### config.mk
export PLATFORM = sky130hd
export DESIGN_NAME = pipe_track_ctrl
export DESIGN_NICKNAME = d
export VERILOG_FILES = /design/src/rtl/pipe_track_ctrl.sv
export SDC_FILE = /design/constraint.sdc
export NUM_CORES = 1
export LEC_CHECK = 0
export CAP_MARGIN = 20
export CORE_UTILIZATION = 24
export CTS_BUF_LIST = sky130_fd_sc_hd__clkbuf_4
export DETAILED_ROUTE_END_ITERATION = 10
export GPL_ROUTABILITY_DRIVEN = 1
export PLACE_DENSITY = 0.53
export SYNTH_ARGS = -nofsm -noshare
export SYNTH_HDL_FRONTEND = slang
export SYNTH_SLANG_ARGS = --single-unit
export TNS_END_PERCENT = 30
### constraint.sdc
create_clock -name clk -period 3 [get_ports clk]
set_input_delay 0.9 -clock clk [delete_from_list [all_inputs] [get_ports clk]]
set_output_delay 0.9 -clock clk [all_outputs]
set_load 0.1 [all_outputs]
### src/rtl/pipe_track_ctrl.sv
// Pipeline sequencing and destination tracking for the 5-stage core:
// stage enables, ID->WB destination carry, squash, halt/drain, stall stats.
module pipe_track_ctrl #(
  parameter int STALL_MAX = 64,
  parameter int CNT_W     = 16
) (
  input  logic             clk,
  input  logic             rst,
  input  logic             stall_F,
  input  logic             stall_D,
  input  logic             flush_E,
  input  logic [4:0]       RD_DEC,
  input  logic             RF_LE_DEC,
  input  logic             L_DEC,
  input  logic             CC_WE_DEC,
  input  logic             squash_next,
  input  logic             halt_req,
  output logic             PC_LE,
  output logic             IF_ID_LE,
  output logic             ID_NOP_ID,
  output logic             ID_NOP_EX,
  output logic [4:0]       RD_EX,
  output logic [4:0]       RD_MEM,
  output logic [4:0]       RD_WB,
  output logic             RF_LE_EX,
  output logic             RF_LE_MEM,
  output logic             RF_LE_WB,
  output logic             L_EX,
  output logic             CC_WE_EX,
  output logic             halted,
  output logic [CNT_W-1:0] stall_cnt,
  output logic             stall_err
);

  typedef enum logic [1:0] {
    RUN,
    DRAIN,
    HALTED
  } state_t;

  localparam int RUN_W = $clog2(STALL_MAX + 1);

  state_t           state;
  logic [RUN_W-1:0] run_len;
  logic             drained;
  logic             ex_bubble;

  assign PC_LE     = ~rst & ~stall_F & (state == RUN);
  assign IF_ID_LE  = ~rst & ~stall_D;
  assign ex_bubble = flush_E | ID_NOP_ID | stall_D;
  assign drained   = ID_NOP_ID & ID_NOP_EX
                   & ~RF_LE_MEM & ~RF_LE_WB;

  always_ff @(posedge clk) begin
    if (rst) begin
      ID_NOP_ID <= 1'b1;
      ID_NOP_EX <= 1'b1;
      RD_EX     <= '0;
      RD_MEM    <= '0;
      RD_WB     <= '0;
      RF_LE_EX  <= 1'b0;
      RF_LE_MEM <= 1'b0;
      RF_LE_WB  <= 1'b0;
      L_EX      <= 1'b0;
      CC_WE_EX  <= 1'b0;
    end else begin
      // outside RUN, fetch is frozen so IF/ID only takes bubbles
      if (IF_ID_LE)
        ID_NOP_ID <= squash_next | (state != RUN);
      if (ex_bubble) begin
        ID_NOP_EX <= 1'b1;
        RD_EX     <= '0;
        RF_LE_EX  <= 1'b0;
        L_EX      <= 1'b0;
        CC_WE_EX  <= 1'b0;
      end else begin
        ID_NOP_EX <= 1'b0;
        RD_EX     <= RD_DEC;
        RF_LE_EX  <= RF_LE_DEC;
        L_EX      <= L_DEC;
        CC_WE_EX  <= CC_WE_DEC;
      end
      RD_MEM    <= RD_EX;
      RF_LE_MEM <= RF_LE_EX & ~ID_NOP_EX;
      RD_WB     <= RD_MEM;
      RF_LE_WB  <= RF_LE_MEM;
    end
  end

  always_ff @(posedge clk) begin
    if (rst) begin
      state  <= RUN;
      halted <= 1'b0;
    end else begin
      unique case (state)
        RUN: begin
          if (halt_req)
            state <= DRAIN;
        end
        DRAIN: begin
          if (!halt_req) begin
            state <= RUN;
          end else if (drained) begin
            state  <= HALTED;
            halted <= 1'b1;
          end
        end
        HALTED: begin
          if (!halt_req) begin
            state  <= RUN;
            halted <= 1'b0;
          end
        end
        default: begin
          state  <= RUN;
          halted <= 1'b0;
        end
      endcase
    end
  end

  always_ff @(posedge clk) begin
    if (rst) begin
      stall_cnt <= '0;
      run_len   <= '0;
      stall_err <= 1'b0;
    end else begin
      if (stall_D && state == RUN && stall_cnt != '1)
        stall_cnt <= stall_cnt + CNT_W'(1);
      // run length saturates at the limit; the flag is sticky
      if (!stall_D)
        run_len <= '0;
      else if (run_len != RUN_W'(STALL_MAX))
        run_len <= run_len + RUN_W'(1);
      if (stall_D && run_len >= RUN_W'(STALL_MAX - 1))
        stall_err <= 1'b1;
    end
  end

endmodule
Word level (Yosys, flattened, before mapping) --
Cells that the tools add are included.
Storage, ports and cells: register bits after elaboration 49, bits of input ports 15, output and inout port bits 42
Operators by class: magnitude comparators 1, equality and inequality tests 9, bitwise operators 17, mux-type cells 10, reductions and logical operators 9, add/subtract/negate cells 2
Operators by type and width (count):
- $add 16x1->16 const B | 1
- $ne 16x16->1 const B | 1
- $mux 2 | 4
- $ne 2x2->1 const B | 4
- $add 7x1->7 const B | 1
- $and 1x1->1 | 7
- $ge 7x6->1 const B | 1
- $ne 7x7->1 const B | 1
- $not 1->1 | 7
- $pmux 2 s3 | 1
- $mux 1 | 4
- $reduce_and 4->1 | 1
- $reduce_or 2->1 | 2
- $logic_and 1x1->1 | 3
- $ne 3x3->1 const B | 1
- $or 1x1->1 | 3
- $pmux 1 s3 | 1
- $reduce_and 3->1 | 1
- $eq 2x1->1 const B | 1
- $eq 2x2->1 const B | 1
- $logic_not 2->1 | 1
- $reduce_bool 2->1 | 1

Logic depth before layout (Yosys ltp) --
Gate-level depths: netlist of run 1.
word-level depth 6, gate-level depth with buffers 7

Least setup slack after synthesis of run 1 --
Ideal clock, no wire load.
path kind input -> output, from in rst, to out PC_LE, path buffers 2, data arrival time 4109 ps, required time 2100 ps, setup slack -2009 ps, stages on the path 3, cells stage by stage clkbuf_1 > buf_1 > nor4_1
Between the ends: word-level cells in the longest chain between the ends 3
Ends and longest elaborated chain:
- start, declared | line 8 | input logic rst,
- $not 1->1 | line 48 | assign PC_LE = ~rst & ~stall_F & (state == RUN);
- $and 1x1->1 (2 in a row) | line 48
- end, declared | line 18 | output logic PC_LE,
Every way passes these cells.

Worst setup path in the final report of run 1 --
Same ends and word-level chain as after synthesis.

==> impl_table.tex, run 1 <==
\begin{tabular}{lr}
\hline
Metric & Value \\
\hline
\multicolumn{2}{l}{\textbf{Synthesis}} \\
Share of synthesized area occupied by flip-flops and latches & 49.4\% \\
Avg Cell Area, Syn & 9.41 um\^{}2 \\
Most used standard cell by instance count after synthesis & dfxtp\_1 \\
Proportion of register bits with asynchronous set or reset after synthesis & 0\% \\
Most used flip-flop cell after synthesis & dfxtp\_1 \\
Distinct cell type count of the synthesized netlist & 37 \\
Leading cell types by total area after synthesis & dfxtp\_1 49\%, nor2b\_1 5.7\%, nor2\_1 3.8\% \\
Area leader, netlist & dfxtp\_1 \\
Fraction of synthesized cell area taken by the top area cell type & 49.4\% \\
Most frequent cells after synthesis & 49 x dfxtp\_1, 20 x nor2\_1, 18 x nor2b\_1 \\
Number of warning messages in the yosys log & 0 \\
Syn\_nets & 229 \\
Count of flip-flops with a built-in enable after synthesis & 0 \\
Synth Register Bits & 49 \\
Summed instance area of the synthesized netlist & 0.00199 mm\^{}2 \\
Post-synthesis instance total & 211 \\
\multicolumn{2}{l}{\textbf{Clocking}} \\
Max H-tree Level & 2 \\
Clock-pin slew reported for the worst setup and hold paths after clock tree synthesis & 0.16 ns \\
TritonCTS clock tree & done \\
CTS Buf Count & 5 \\
Count of clock tree sinks & 49 \\
Post-CTS Hold Buffers & 0 \\
Maximum clock path buffer count & 2 \\
Post-CTS Setup Inserts & 0 \\
Worst skew pair latency & 0.36 ns \\
Post-cts sizing count & 0 \\
Cell at the root of the clock tree & clkbuf\_4 \\
\multicolumn{2}{l}{\textbf{STA}} \\
Transition time at the pin with the least slew margin & 0.800 ns \\
Post-route clock period utilization & 97.1\% \\
Setup Total Neg Slack & 0 ns \\
Post-layout worst setup margin & 0.0857 ns \\
Maximum operating frequency & 0.343 GHz \\
Worst Skew & 0.0139 ns \\
Min Clock Period, post-route & 2.91 ns \\
Max-slew violation total from the final report & 0 \\
RSZ-0062 raised after global routing & no \\
Final setup fails & 0 \\
Worst rel slew slack & 46.2\% \\
Final hold violation count & 0 \\
\multicolumn{2}{l}{\textbf{Setup path}} \\
Max Fanout on Critical Path & 4 \\
Critical path data arrival time & 2.01 ns \\
Required time of the critical path & 2.10 ns \\
Critical path type & in -> out \\
CP Capture Type & output port \\
Kind of start point of the critical path & input port \\
\multicolumn{2}{l}{\textbf{Global routing}} \\
Initial antenna violation count & 0 \\
Final global-route overflow total & 0 \\
Wire length of the first global-routing pass & 7.40 mm \\
Global-route total usage across every layer & 10.8\% \\
Via count of the first global-routing pass & 1520 \\
Maximum number of pins on one net before global-route repair & 35 \\
\multicolumn{2}{l}{\textbf{Run}} \\
MaxCap Viol Count & 0 \\
\multicolumn{2}{l}{\textbf{Power and ir drop}} \\
Peak ir drop on the vdd network & 0.000187 V \\
Power, Total & 1.13 mW \\
Power Density & 419 mW/mm\^{}2 \\
Static Leak & 1.04 nW \\
\multicolumn{2}{l}{\textbf{Floorplan}} \\
Height of the chip & 93.0 um \\
Starting density of the core & 25.3\% \\
Horizontal extent of the die & 93.0 um \\
Core box area & 0.00785 mm\^{}2 \\
Die footprint & 0.00864 mm\^{}2 \\
Io pins & 57 \\
Placement Rows & 32 \\
\multicolumn{2}{l}{\textbf{Place}} \\
Detailed placer's ending HPWL & 3.33 mm \\
Count of input and output buffers & 56 \\
Placed cell count & 368 \\
Last weighted congestion value of the routability-driven placer & 0.764 \\
Pre-CTS WS & -0.00701 ns \\
\multicolumn{2}{l}{\textbf{Final layout}} \\
Count of non-filler cells in the finished layout & 376 \\
Final Net Count & 291 \\
Fill cell count & 837 \\
Antenna Cells & 0 \\
P\&R area growth vs syn & 35.2\% \\
Layout cell share with drive strength beyond 1 & 22.3\% \\
\multicolumn{2}{l}{\textbf{Run status}} \\
Run status & finished, final reports clean \\
\multicolumn{2}{l}{\textbf{Drt}} \\
Vias & 1681 \\
Routed length per instance & 11.9 um \\
Length of the first detailed-routing pass in iterations & 4 \\
Detailed route wirelength on metal3 & 178 um \\
Sum of routed wire segments on met1 & 2.29 mm \\
Met2 routed wirelength & 1.96 mm \\
Total routed wirelength & 4.46 mm \\
Number of nets with antenna violations after detailed routing & 0 \\
Post-route DRC & 0 \\
Ratio of routed vias to standard cells & 4.47 \\
Detailed router's first-iteration violation count & 50 \\
Top layer reached by signal wires & met4 \\
\multicolumn{2}{l}{\textbf{Min path}} \\
Path category of the worst min-delay check & reg -> reg \\
\hline
\end{tabular}
## cells in the final DEF (no fill, tap or decap), types with 7 or more instances in the layout
cell type and instances:
buf_4 46, and2_1 8, nand3_1 10, clkdlybuf4s50_1 14, nor2_1 19, dfxtp_1 49
nor2b_1 18, a21oi_1 9, nand4_1 8, nor3_1 7
## final cells by class
cell class                 count  area [um^2]  area share (%)
sequential                    49          981            36.5
multi-input combinational    150          973            36.3
timing repair buffer          62          526            19.6
tap                          102          128            4.75
clock buffer                   5         37.5            1.40
clock inverter                 3         21.3           0.792
inverter                       5         18.8           0.699
## kinds of logic (layout without fill, tap and decap cells)
group                      Yosys count  after routing  share of synthesized area [%]
DFF                                 49             49                           49.4
adders and majority gates            3              3                           1.89
AOI/OAI and AO/OA                   22             22                           6.93
xor gates and xnor gates             6              6                           2.65
buffers and inverters               12             75                           2.46
muxes                                9              9                           4.91
and+or+nand+nor                    110            110                           31.8
## state kept, by name, summed over array words and instances (netlist names), 2 cells and up
register,count
RD_MEM,5
run_len,7
RD_WB,5
RD_EX,5
stall_cnt,16
state,2
## critical path, stage by stage
cell and delay [ns]:
clkdlybuf4s50_1 0.56, nor4_4 0.33, buf_12 0.21
## per-stage QoR
step	utilization [%]	hold WS [ns]	area, um^2
2_1_floorplan	-	0.495	2040
3_3_place_gp	33.5	0.453	2630
3_5_place_dp	33.5	0.452	2630
4_1_cts	34.2	0.476	2690
5_1_grt	34.2	0.486	2690
6_report	34.2	0.474	2690
## path summary, 6_finish.rpt
| kind | startpoint | end | slack (ns) | depth (start not counted) |
|---|---|---|---|---|
| max | rst | PC_LE | 0.09 | 3 |
| min | RD_EX[3] | RD_MEM[3] | 0.47 | 1 |
| max reg2reg | state[1] | stall_cnt[9] | 0.94 | 4 |
| min reg2reg | RD_EX[3] | RD_MEM[3] | 0.47 | 1 |
## power breakdown
group          total [mW]  leakage [nW]  internal (mW)  switching (mW)
clock               0.315        0.0332         0.0939           0.221
combinational       0.139         0.607         0.0499          0.0892
sequential          0.673         0.396          0.660          0.0128
## layer usage
metal | track usage [%] | vias to the layer above
met2 | 15.9 | 37
met1 | 15.2 | 765
met3 | 2.63 | 4
met5 | 0 | -
li1 | - | 875
met4 | 3.46 | 0
(Power assumes the default switching activity.)
==> run 2, diff against run 1 <==
Settings changed: TNS_END_PERCENT 30 to not set.
==> impl_table.tex, run 2 (synthesis gave the netlist of run 1 again) <==
\begin{tabular}{lr}
\hline
Metric & Value \\
\hline
\multicolumn{2}{l}{\textbf{Run status}} \\
Run status & finished, final reports clean \\
\multicolumn{2}{l}{\textbf{Global routing}} \\
Maximum number of pins on one net before global-route repair & 24 (-31\%) \\
Wire length of the first global-routing pass & 7.47 mm (+0.93\%) \\
Final global-route overflow total & 0 (unchanged) \\
Global-route total usage across every layer & 10.8\% (+0.062 points) \\
Initial antenna violation count & 0 (unchanged) \\
Via count of the first global-routing pass & 1582 (+4.1\%) \\
\multicolumn{2}{l}{\textbf{STA}} \\
Max-slew violation total from the final report & 0 (unchanged) \\
Final setup fails & 0 (unchanged) \\
RSZ-0062 raised after global routing & no \\
Transition time at the pin with the least slew margin & 0.853 ns (+0.0532 ns) \\
Min Clock Period, post-route & 2.88 ns (-0.0350 ns) \\
Worst Skew & 0.0123 ns (-0.00158 ns) \\
Worst rel slew slack & 42.6\% (-3.6 points) \\
Final hold violation count & 0 (unchanged) \\
Maximum operating frequency & 0.347 GHz (+1.2\%) \\
Post-route clock period utilization & 96.0\% (-1.2 points) \\
\multicolumn{2}{l}{\textbf{Run}} \\
MaxCap Viol Count & 0 (unchanged) \\
\multicolumn{2}{l}{\textbf{Final layout}} \\
P\&R area growth vs syn & 35.6\% \\
Antenna Cells & 0 (unchanged) \\
Final Net Count & 292 (+0.34\%) \\
Count of non-filler cells in the finished layout & 376 (unchanged) \\
Most flops, register & stall\_cnt \\
Most frequent standard cell in the layout excluding fill and tap cells & dfxtp\_1 \\
Leading cell types in the layout, fill and taps excluded & 49 x dfxtp\_1, 47 x buf\_4, 19 x nor2\_1, 18 x nor2b\_1, 14 x clkdlybuf4s50\_1 \\
Final core utilization & 34.3\% (+0.096 points) \\
Layout cell share with drive strength beyond 1 & 22.6\% (+0.36 points) \\
Flip-flop count of the largest register, all copies and words added & 16 (unchanged) \\
Largest regs & stall\_cnt (16), run\_len (7) \\
\multicolumn{2}{l}{\textbf{Floorplan}} \\
Core box area & 0.00785 mm\^{}2 (unchanged) \\
Height of the chip & 93.0 um (unchanged) \\
Die footprint & 0.00864 mm\^{}2 (unchanged) \\
Horizontal extent of the die & 93.0 um (unchanged) \\
Io pins & 57 (unchanged) \\
Placement Rows & 32 (unchanged) \\
Starting density of the core & 25.3\% (unchanged) \\
\multicolumn{2}{l}{\textbf{Setup path}} \\
R2R depth & 4 (unchanged) \\
Critical path type & in -> out \\
Kind of start point of the critical path & input port \\
Critical path data arrival time & 1.98 ns (-0.03 ns) \\
Required time of the critical path & 2.10 ns (about the same) \\
Max Fanout on Critical Path & 3 (-1) \\
CP Capture Type & output port \\
\multicolumn{2}{l}{\textbf{Clocking}} \\
Max H-tree Level & 2 (unchanged) \\
Post-cts sizing count & 0 (unchanged) \\
Maximum clock path buffer count & 2 (unchanged) \\
TritonCTS clock tree & done \\
Count of clock tree sinks & 49 (unchanged) \\
Post-CTS Setup Inserts & 0 (unchanged) \\
CTS Buf Count & 5 (unchanged) \\
Worst skew pair latency & 0.36 ns (about the same) \\
Clock-pin slew reported for the worst setup and hold paths after clock tree synthesis & 0.14 ns (-0.02 ns) \\
Cell at the root of the clock tree & clkbuf\_4 \\
Post-CTS Hold Buffers & 0 (unchanged) \\
\multicolumn{2}{l}{\textbf{Place}} \\
Detailed placer's ending HPWL & 3.30 mm (-0.81\%) \\
Placed cell count & 369 (+0.27\%) \\
Count of input and output buffers & 56 (unchanged) \\
Last weighted congestion value of the routability-driven placer & 0.783 (+2.6\%) \\
\multicolumn{2}{l}{\textbf{Power and ir drop}} \\
Power Density & 412 mW/mm\^{}2 (-1.7\%) \\
Static Leak & 1.04 nW (about the same) \\
Power, Total & 1.11 mW (-1.4\%) \\
Peak ir drop on the vdd network & 0.000209 V (+12\%) \\
\multicolumn{2}{l}{\textbf{Drt}} \\
Detailed router's first-iteration violation count & 61 (+22\%) \\
Routed length per instance & 11.8 um (-0.22\%) \\
Vias & 1701 (+1.2\%) \\
Ratio of routed vias to standard cells & 4.52 (+1.2\%) \\
Post-route DRC & 0 (unchanged) \\
Length of the first detailed-routing pass in iterations & 4 (unchanged) \\
Total routed wirelength & 4.45 mm (-0.22\%) \\
Number of nets with antenna violations after detailed routing & 0 (unchanged) \\
\multicolumn{2}{l}{\textbf{Min path}} \\
Depth of the worst hold-timing path & 1 (unchanged) \\
Path category of the worst min-delay check & reg -> reg \\
\hline
\end{tabular}
run 2: cell count changes in the layout (fill, tap and decap cells not counted):
cell	delta
nor2_2	-1
buf_4	+1
clkinv_1	-1
clkinvlp_4	+1
inv_6	-1
nor2_4	+1
run 2: metrics by stage:
step                      area (um^2)  setup slack (ns)  setup TNS, ns  hold slack, ns
after floorplan                  2040            -0.105         -0.105           0.495
after global placement           2640            0.0115              0           0.447
after detailed placement         2640            0.0147              0           0.455
after CTS                        2690             0.100              0           0.477
after global routing             2690            0.0850              0           0.487
final                            2690             0.121              0           0.474
run 2: worst paths after layout:
path                  endpoint  startpoint  slack [ns]
hold / removal        RD_WB[2]   RD_MEM[2]        0.47
setup / recovery         PC_LE         rst        0.12
setup reg to reg  stall_cnt[9]    state[1]        0.94
hold reg to reg       RD_WB[2]   RD_MEM[2]        0.47
run 2: per-layer routing:
| metal | track usage [%] | wire (um) | vias to the layer above |
|---|---|---|---|
| li1 | - | - | 878 |
| met1 | 14.4 | 2210 | 786 |
| met2 | 16.8 | 1980 | 32 |
| met3 | 3.12 | 213 | 5 |
| met4 | 3.46 | 55 | 0 |
| met5 | 0 | 0 | - |
run 2: power breakdown:
part | internal, mW | switching, mW
clock | 0.0886 | 0.208
combinational | 0.0512 | 0.0902
sequential | 0.660 | 0.0125
run 2: critical path, stage by stage:
cell	delay [ns]
clkdlybuf4s50_1	0.54
nor4_4	0.32
buf_12	0.21
run 2: area by class of cell:
class	instances	area (um^2)
repair buffers	63	533
flip-flops and latches	49	981
well taps	102	128
clock buffers	5	37.5
clock inverters	2	16.3
inverters	5	18.8
multi-input cells	150	978
fillers	860	5150
==> RTL change 1, RTL diff (settings of run 2) <==
The parameter `CNT_W` goes from 16 to 32.
--- a/src/rtl/pipe_track_ctrl.sv
+++ b/src/rtl/pipe_track_ctrl.sv
@@ -2,7 +2,7 @@
 // stage enables, ID->WB destination carry, squash, halt/drain, stall stats.
 module pipe_track_ctrl #(
   parameter int STALL_MAX = 64,
-  parameter int CNT_W     = 16
+  parameter int CNT_W     = 32
 ) (
   input  logic             clk,
   input  logic             rst,
Ports: changed (resized stall_cnt); port bits go from 57 to 73. The function was not compared with the original's and may differ.
==> RTL change 1 against run 2 <==
Wire length increased by 64%. Area after synthesis increased by 41%. Core utilization decreased by 1.1 points. Worst setup slack improved by 120 ps. Highest routed layer unchanged. Final area increased by 41%. Sequential cell count increased by 16. Hold slack got worse by 0.94 ps. Power increased by 47%.
==> RTL change 1: results <==
set metrics [dict create \
    largest_reg_flops 32 \
    ir_worst_vdd_uv 185.3 \
    r2r_cells 6 \
    first_global_vias 2435 \
    track_usage_pct 13.00 \
    cts_buffers 9 \
    fin_nets 412 \
    outcome "completed" \
    power_leakage_nw 1.434 \
    drt-total-wl_mm 7.321 \
    fillers 1227 \
    drtIter0Drc 93 \
    cts_max_level 3 \
    synth_commonest_cells "dfxtp_1, a21oi_1, nor2_1" \
    place_ws_ps -55.46 \
    place.port_buffers 72 \
    fin_skew_ps 14.31 \
    synth-compound-area-share_pct 12.41 \
    hpwl_mm 5.490 \
    synth-xor-area-share_pct 3.438 \
    drive_gt1_share_pct 25.81 \
    yosysSeqAreaShare_pct 46.43 \
    vias 2584 \
    rr_endpoint "stall_cnt[10]" \
    reg_top3 "stall_cnt x32, run_len x7" \
    min_to "RD_MEM[0]" \
    slew_headroom_pct 57.71 \
]
==> RTL change 1: cell count changes after synthesis, sizes merged, moves of 8 or more <==
cell	change
a21oi	+18
dfxtp	+16
nand2	+8
nand3	+8
o21ai	+17
or3	+16
==> RTL change 1: cell type report <==
class                           count  share of cell area [%]
Multi-Input combinational cell    227                   38.07
Clock buffer                        9                   1.782
Clock inverter                      7                   2.046
Inverter                            4                  0.3959
Sequential cell                    65                   34.31
Timing Repair Buffer               87                   18.67
Tap cell                          143                   4.718
==> RTL change 1: per-stage QoR <==
step	instances	area [µm²]	utilization [%]	hold WS [ps]	total power [mW]
6_report	542	3792	33.21	473.5	1.629
2_1_floorplan	308	2853	-	495.4	0.9869
3_5_place_dp	526	3647	31.94	455.5	1.032
4_1_cts	542	3792	33.21	476.6	1.652
5_1_grt	542	3792	33.21	494.1	1.701
3_3_place_gp	526	3647	31.94	448.5	1.031
==> RTL change 1: worst max path at each step <==
stage | startpoint | cells past startpoint | end
2_1_floorplan | rst | 3 | PC_LE
3_3_place_gp | stall_D | 6 | stall_cnt[30]
3_5_place_dp | stall_D | 6 | stall_cnt[30]
4_1_cts | stall_D | 4 | IF_ID_LE
5_1_grt | stall_D | 4 | IF_ID_LE
6_report | stall_D | 4 | IF_ID_LE
==> RTL change 1: layer usage <==
metal | up-vias | track usage, % | wire [µm]
li1 | 1297 | - | -
met1 | 1212 | 16.80 | 3382
met2 | 60 | 20.22 | 3436
met3 | 15 | 3.292 | 364
met4 | 0 | 6.000 | 138
met5 | - | 0 | 0
==> RTL change 1: where the power goes <==
| group | total (mW) | switching (mW) | internal (mW) |
|---|---|---|---|
| Combinational | 0.130 | 0.0840 | 0.0460 |
| Sequential | 0.882 | 0.0119 | 0.870 |
| Clock | 0.616 | 0.356 | 0.260 |
==> RTL change 2, RTL diff (config.mk and constraints of run 2) <==
Made on the original files. Encoding of `state_t`: now one-hot (3 bits for 3 states).
--- a/src/rtl/pipe_track_ctrl.sv
+++ b/src/rtl/pipe_track_ctrl.sv
@@ -32,10 +32,10 @@
   output logic             stall_err
 );
 
-  typedef enum logic [1:0] {
-    RUN,
-    DRAIN,
-    HALTED
+  typedef enum logic [2:0] {
+    RUN    = 3'b001,
+    DRAIN  = 3'b010,
+    HALTED = 3'b100
   } state_t;
 
   localparam int RUN_W = $clog2(STALL_MAX + 1);
Function: same outputs for any inputs over 10 cycles, from zero or initial values and one cycle with rst high; not proved beyond that.
==> RTL change 2 against run 2 <==
Wire length is 6.9% higher. Register-to-register slack improved by 20 ps. Die area increased by 4.3%. Global-route usage increased by 0.27 points. Area after synthesis increased by 4.4%. Sequential power is 2% higher. Sequential cell count is 1 higher. Final area up 4.2%. Critical path depth unchanged. Worst setup slack better by 37 ps. Count of clock-buffer cells in the layout stayed put. Power rose by 10%. Sequential share of layout area fell by 0.75 points. Synthesized cell count grew 3.8%.
==> RTL change 2: results <==
set metrics [dict create \
    hold-path-cell-count 1 \
    synth-compound-area-share_pct 10.26 \
    setup_violations 0 \
    grt_pass1_wl_mm 7.859 \
    cts.repair.resized 0 \
    cts_max_level 2 \
    cpMaxStageDelayCell "clkdlybuf4s50_1" \
    yosysUniqueCellTypes 41 \
    slew_headroom_pct 63.22 \
    drtIter0Drc 64 \
    min_to "RF_LE_MEM" \
    syn_nets 237 \
    post_cts_buffers 0 \
    synthAdderAreaFrac_pct 1.811 \
    drtPass1Iterations 4 \
    fmax_mhz 351.9 \
    first_global_vias 1647 \
    vias 1808 \
    place_ws_ps 89.80 \
    fin_hold_ws_ps 473.4 \
    cp_slowest_stage_delay_ps 580 \
    clkLatencyLatePin_ps 370 \
    path_max_fanout 6 \
    hold_path_class "flip-flop to flip-flop" \
    synth_area_leaders "dfxtp_1, nor2b_1, nor2_1" \
    startpoint "rst" \
    reg_top3 "stall_cnt x16, run_len x7" \
    synth-xor-area-share_pct 2.957 \
    dpl_cell_area_um2 2725 \
    fin_skew_ps 19.69 \
    place_congestion 0.7295 \
    clk_pin_slew_ps 150 \
    hpwl_mm 3.598 \
    async_flop_share_pct 0 \
    rrSetupSlack_ps 960 \
    track_usage_pct 11.09 \
    yosysSeqAreaShare_pct 48.28 \
    cp_data_arrival_time_ps 1940 \
    place.port_buffers 56 \
    drive_gt1_share_pct 25.00 \
    root_buffer "clkbuf_4" \
    synth_commonest_cells "dfxtp_1, nor2_1, nor2b_1" \
    grt-ovfl-total 0 \
    yosys_warnings 0 \
    cts_buffer_depth 2 \
    drt-total-wl_mm 4.763 \
    crit_path_end "PC_LE" \
    grt_max_degree 23 \
    outcome "completed" \
    ir_worst_vdd_uv 152.6 \
    power_leakage_nw 1.122 \
    synthMuxAreaShare_pct 2.655 \
    rr_endpoint "stall_cnt[1]" \
    n_antenna_cell 0 \
    r2r_cells 5 \
    fin_nets 301 \
    hp-start "ID_NOP_EX" \
    r2r-start "stall_cnt[0]" \
    fillers 859 \
]
## RTL change 2: cell types whose count changed in the layout (fill, tap and decap cells not counted), moves of 3 or more
cell      delta
nor2b_1      -3
mux2_1       -4
nand4_1      -4
nor4b_1      -3
a211oi_1     +3
a21oi_1      +3
o21ai_0      +5
or4_1        -3
## RTL change 2: logic make-up (layout without fill, tap and decap cells)
| kind of cell | after synthesis | count (layout) |
|---|---|---|
| compound gates | 34 | 34 |
| xor+xnor | 7 | 7 |
| fa+ha+maj | 3 | 3 |
| buf+inv | 12 | 77 |
| flops | 50 | 50 |
| mux | 5 | 5 |
| simple gates | 108 | 108 |
## RTL change 2: report_power, final
group	total, mW	internal [mW]	switching, mW
sequential	0.684	0.673	0.0118
combinational	0.139	0.0532	0.0861
clock	0.400	0.176	0.224
total	1.22	0.902	0.322
## RTL change 2: layout make-up
cell class | count | area share (%)
Timing Repair Buffer | 63 | 19.00
Tap cell | 105 | 4.683
Multi-Input combinational cell | 157 | 36.98
Inverter | 6 | 0.8029
Clock inverter | 3 | 1.517
Sequential cell | 50 | 35.68
Clock buffer | 5 | 1.338
## RTL change 2: stage by stage
step | std cells | total power [mW] | util [%]
5_1_grt | 389 | 1.280 | 33.80
3_5_place_dp | 381 | 0.8393 | 32.84
2_1_floorplan | 219 | 0.7858 | -
6_report | 389 | 1.224 | 33.80
4_1_cts | 389 | 1.245 | 33.80
3_3_place_gp | 381 | 0.8387 | 32.84
## RTL change 2: layer usage
layer / part of all wire [%] / routed length [µm] / global-route usage [%]
met3: 5.7 / 273 / 2.899
met5: 0 / 0 / 0
met4: 2.1 / 98 / 4.293
met1: 46 / 2206 / 14.17
met2: 46 / 2185 / 17.75
